`src/rtl/uart_tx_feeder.sv`:
```
`default_nettype none
// ============================================================================
// Module  : uart_tx_feeder
// Brief   : Circular byte FIFO draining CPU writes into a UART transmitter.
//           Optional low-water irq enabled by macro UART_TX_FEEDER_IRQ_EN.
// Revision: 1.0 - initial release
// ============================================================================
module uart_tx_feeder #(
  parameter int DEPTH_LOG2 = 4,
  parameter int IRQ_LEVEL  = 2
) (
  input  logic        clk,
  input  logic        rst,
  input  logic        i_reg_dat_we,
  input  logic [31:0] i_reg_dat_di,
  output logic        o_reg_dat_wait,
  output logic [31:0] o_reg_sts_do,
  input  logic        i_reg_sts_clr,
  output logic        o_uart_dat_we,
  output logic [31:0] o_uart_dat_di,
  input  logic        i_uart_dat_wait,
  output logic        o_irq
);

  localparam int                  DEPTH       = 1 << DEPTH_LOG2;
  localparam logic [DEPTH_LOG2:0] c_FULL_LVL  = (DEPTH_LOG2 + 1)'(DEPTH);
  localparam logic [DEPTH_LOG2:0] c_LVL_ONE   = (DEPTH_LOG2 + 1)'(1);
  localparam logic [DEPTH_LOG2-1:0] c_PTR_ONE = DEPTH_LOG2'(1);

  typedef enum logic [1:0] {
    S_IDLE = 2'd0,
    S_SEND = 2'd1,
    S_GAP  = 2'd2
  } state_t;

  state_t                r_state;
  logic [7:0]            r_mem [DEPTH];
  logic [DEPTH_LOG2-1:0] r_wr_ptr;
  logic [DEPTH_LOG2-1:0] r_rd_ptr;
  logic [DEPTH_LOG2:0]   r_level;
  logic                  r_overflow;

  logic                  w_full;
  logic                  w_empty;
  logic                  w_push;
  logic                  w_pop;
  logic [DEPTH_LOG2:0]   w_level_next;
  logic                  w_unused_di;

  assign w_unused_di = ^i_reg_dat_di[31:8];

  always_comb begin
    w_full  = (r_level == c_FULL_LVL);
    w_empty = (r_level == '0);
    w_push  = i_reg_dat_we && !w_full;
    w_pop   = (r_state == S_SEND) && !i_uart_dat_wait;
    case ({w_push, w_pop})
      2'b10:   w_level_next = r_level + c_LVL_ONE;
      2'b01:   w_level_next = r_level - c_LVL_ONE;
      default: w_level_next = r_level;
    endcase
  end

  always_ff @(posedge clk) begin
    if (w_push) r_mem[r_wr_ptr] <= i_reg_dat_di[7:0];
  end

  always_ff @(posedge clk) begin
    if (rst) begin
      r_state    <= S_IDLE;
      r_wr_ptr   <= '0;
      r_rd_ptr   <= '0;
      r_level    <= '0;
      r_overflow <= 1'b0;
    end else begin
      r_level <= w_level_next;
      if (w_push) r_wr_ptr <= r_wr_ptr + c_PTR_ONE;
      if (w_pop)  r_rd_ptr <= r_rd_ptr + c_PTR_ONE;
      // A write against a full FIFO is lost even if a pop frees a slot this cycle
      if (i_reg_dat_we && w_full) r_overflow <= 1'b1;
      else if (i_reg_sts_clr)     r_overflow <= 1'b0;
      case (r_state)
        S_IDLE:  if (!w_empty && !i_uart_dat_wait) r_state <= S_SEND;
        S_SEND:  if (!i_uart_dat_wait) r_state <= S_GAP;
        S_GAP:   r_state <= S_IDLE;
        default: r_state <= S_IDLE;
      endcase
    end
  end

  always_comb begin
    o_reg_sts_do      = '0;
    o_reg_sts_do[8:0] = 9'(r_level);
    o_reg_sts_do[16]  = w_empty;
    o_reg_sts_do[17]  = w_full;
    o_reg_sts_do[24]  = r_overflow;
  end

  assign o_reg_dat_wait = w_full;
  assign o_uart_dat_we  = (r_state == S_SEND);
  assign o_uart_dat_di  = {24'b0, r_mem[r_rd_ptr]};

`ifdef UART_TX_FEEDER_IRQ_EN
  localparam logic [DEPTH_LOG2:0] c_IRQ_LVL = (DEPTH_LOG2 + 1)'(IRQ_LEVEL);
  logic r_irq;
  logic r_armed;

  // Held low after reset until the first byte arrives, then tracks the low-water mark
  always_ff @(posedge clk) begin
    if (rst) begin
      r_irq   <= 1'b0;
      r_armed <= 1'b0;
    end else begin
      if (w_push) r_armed <= 1'b1;
      r_irq <= (r_armed || w_push) && (w_level_next <= c_IRQ_LVL);
    end
  end

  assign o_irq = r_irq;
`else
  assign o_irq = 1'b0;
`endif

endmodule
`default_nettype wire

```
`config.mk`:
```
export PLATFORM = sky130hd
export DESIGN_NAME = uart_tx_feeder
export DESIGN_NICKNAME = d
export VERILOG_FILES = /design/src/rtl/uart_tx_feeder.sv
export SDC_FILE = /design/constraint.sdc
export NUM_CORES = 1
export LEC_CHECK = 0
export CORE_MARGIN = 10
export CORE_UTILIZATION = 31
export CTS_CLUSTER_DIAMETER = 80
export DETAILED_ROUTE_END_ITERATION = 16
export PLACE_DENSITY = 0.51
export SLEW_MARGIN = 15
export SYNTH_ARGS = -nofsm -noshare
export SYNTH_HDL_FRONTEND = slang
export SYNTH_SLANG_ARGS = --single-unit
```
`constraint.sdc`:
```
create_clock -name clk -period 5.14 [get_ports clk]
set_input_delay 0.771 -clock clk [delete_from_list [all_inputs] [get_ports clk]]
set_output_delay 0.771 -clock clk [all_outputs]
set_load 0.1 [all_outputs]
```
==> impl_metrics.csv <==
group,metric,value,unit
drt,wirelength,12.8,mm
placed_design,dp_hpwl,8.38,mm
timing,fin_setup_tns,0,ns
cts,postCtsSetupBuffers,0,
die,initial_core_util,31.4,%
drt,detail_route.vias_per_cell,4.43,
worst_hold_path,hold_path.class,"flip-flop to flip-flop",
critical_path,cp_data_required_time,4.37,ns
cts,cts-hold-fix-buffers,0,
grt,gr-usage-met3,3.69,%
timing,slew_headroom,33.7,%
power,p_leak,2.40,nW
final_layout,drive_gt1_share,16.9,%
drt,vias,3106,
logic_synthesis,syn_inst,384,
die,ios,104,
drt,firstDrtPassIters,6,
final_layout,fin_cells,701,
final_layout,mostFrequentLayoutCells,"128 x edfxtp_1, 49 x conb_1, 32 x mux4_2",
timing,setup_ws,1.19,ns
final_layout,post-route-cell-area,7270,um^2
die,die_area,26400,um^2
cts,cts_tree,"built",
logic_synthesis,ys_warn_count,0,
timing,worst_slew_pin_slew,0.991,ns
placed_design,place_inst,670,
worst_hold_path,worstHoldStart,"r_state[1]$_SDFFE_PP0P_",
grt,grt-ovfl-total,0,
cts,cts_root_buf,"clkbuf_16",
die,coreArea,20100,um^2
timing,rsz0062_at_grt,"false",
grt,antenna_found_initial,0,
logic_synthesis,netlist_area,6300,um^2
grt,grt_max_degree,33,
cts,clock-sinks,148,
grt,grt_pass1_wl,20.0,mm
drt,drtAntennaViolNets,0,
timing,timing.fmax,0.253,GHz
power,p_sw_share,30.2,%
power,switching_power,941,uW
drt,first_iter_violations,153,
power,p_seq_share,43.7,%
cts,cts_resized,0,
power,peakVddDrop,0.247,mV
drt,post-route-drc-count,0,
power,total_power,3.11,mW
logic_synthesis,ys_seq_area_share,67.3,%
final_layout,area_growth,15.3,%
grt,grt.total_usage,10.1,%
timing,setup_viol,0,
cts,path_clk_slew,0.06,ns
logic_synthesis,ys_ff_latch,148,
final_layout,fin_util,36.2,%
grt,grt_util_met1,12.1,%
final_layout,nNetsFinal,465,
logic_synthesis,async_flop_share,0,%
placed_design,port_buffers,30,
die,die_w,163,um
grt,use_met2,16.6,%
critical_path,worst_ep_arrival_time,3.18,ns
timing,fin_skew,0.00738,ns
critical_path,critPathMaxFanout,19,
outcome,status,"complete, no violations",
die,die_h,163,um
logic_synthesis,synth_top_flop_cell,"edfxtp_1",
final_layout,n_fill_cell,1892,
die,num_rows,52,
timing,fin_crit_sh,76.8,%
placed_design,dpl_worst_slack,1.49,ns
critical_path,path_class,"flip-flop to output pin",
run,maxCapViolations,0,
critical_path,startpoint_type,"flip-flop",
cts,clk_latency,0.42,ns
timing,slew_viol_final,0,
logic_synthesis,avgSynthCellArea,16.4,um^2
timing,whs,0.479,ns
critical_path,cp-end-kind,"output pin",
power,p_int,2.17,mW
power,p_clk_share,37.9,%
cts,cts.path.max_buffers,2,
critical_path,r2r_start,"r_level[1]$_SDFFE_PP0P_",
timing,hold_viol,0,
grt,grt_busiest_layer,"met2",
final_layout,antenna_cells,0,
logic_synthesis,ys_types,43,
placed_design,dpl-instance-area,6710,um^2
cts,cts-buffers-inserted,17,
logic_synthesis,synth_edf_count,128,
drt,avgRoutedWirePerCell,18.2,um
timing,fin_crit,3.95,ns
cts,cts_htree_levels,4,
power,cellPowerDensity,428,nW/um^2
final_layout,final_common_cell,"edfxtp_1",
placed_design,gp_congestion,0.686,
power,p_comb_share,18.4,%
grt,grt_pass1_vias,3424,
-- sequential cells by signal, indices dropped and copies added, names as in the netlist, named ones only --
signal / cells
r_level: 5
r_rd_ptr: 4
r_overflow: 1
r_state: 2
r_wr_ptr: 4
r_mem: 128
-- per-layer routing --
layer  up-vias  routed length (um)  share of wire [%]
li1       1442                   -                  -
met4         0                 160                1.3
met3        16                 696                5.4
met2        72                6430                 50
met1      1576                5500                 43
met5         -                   0                  0
-- power groups by stage --
stage	registers [mW]	clock network, mW	logic [mW]
after floorplan	1.42	0	0.466
after global placement	1.38	0	0.572
after global routing	1.37	1.26	0.604
final	1.36	1.18	0.572
after CTS	1.36	1.20	0.577
after detailed placement	1.39	0	0.575
-- critical path: stages, from the launching register on --
cell,delay [ns]
dfxtp_2,0.44
buf_4,0.41
mux4_2,0.55
a22oi_1,0.23
nand2_1,0.13
clkdlybuf4s50_1,0.99
-- kinds of logic after synthesis --
group | count (synthesis) | synth area share, %
flip-flops | 148 | 67.3
AND/OR/NAND/NOR | 74 | 5.74
buffers and inverters | 74 | 7.78
multiplexers | 35 | 11.9
AO/OA/AOI/OAI | 34 | 4.17
adder cells (fa/ha/maj) | 9 | 1.79
XOR/XNOR | 9 | 1.25
other | 1 | 0.0595
-- synthesized netlist by cell type (2+ instances only) --
cell	instances	share of area (%)
inv_1	5	0.30
o21ai_0	2	0.16
xor2_1	7	0.97
buf_2	5	0.40
or3_1	2	0.20
nand2_1	15	0.89
buf_1	4	0.24
a22oi_1	16	1.9
nor2_1	31	1.8
nand4_1	3	0.30
xnor2_1	2	0.28
nor2b_1	5	0.50
clkbuf_1	6	0.36
nand2b_1	4	0.40
buf_4	53	6.3
dfxtp_1	20	6.4
a21oi_1	5	0.40
mux2i_1	3	0.48
edfxtp_1	128	61
nor3_1	5	0.40
ha_1	9	1.8
mux4_2	32	11
nor4_1	2	0.20
-- final timing paths --
path | end | depth (start not counted) | slack (ns)
worst max-delay path | o_uart_dat_di[5] | 5 | 1.19
worst min register to register | r_state[0]$_SDFFE_PP0P_ | 1 | 0.48
worst min-delay path | r_state[0]$_SDFFE_PP0P_ | 1 | 0.48
worst max register to register | r_level[4]$_SDFFE_PP0P_ | 10 | 2.24
-- final cells by class --
class                   instances  area (um^2)  share of cell area, %
multi-input cells             210         1750                   24.1
clock inverters                13          135                   1.86
flip-flops and latches        148         4250                   58.4
inverters                       5         18.8                  0.258
repair buffers                 37          353                   4.85
clock buffers                  18          429                   5.90
well taps                     270          338                   4.65
Note: power is estimated with default switching activity, not from simulation.
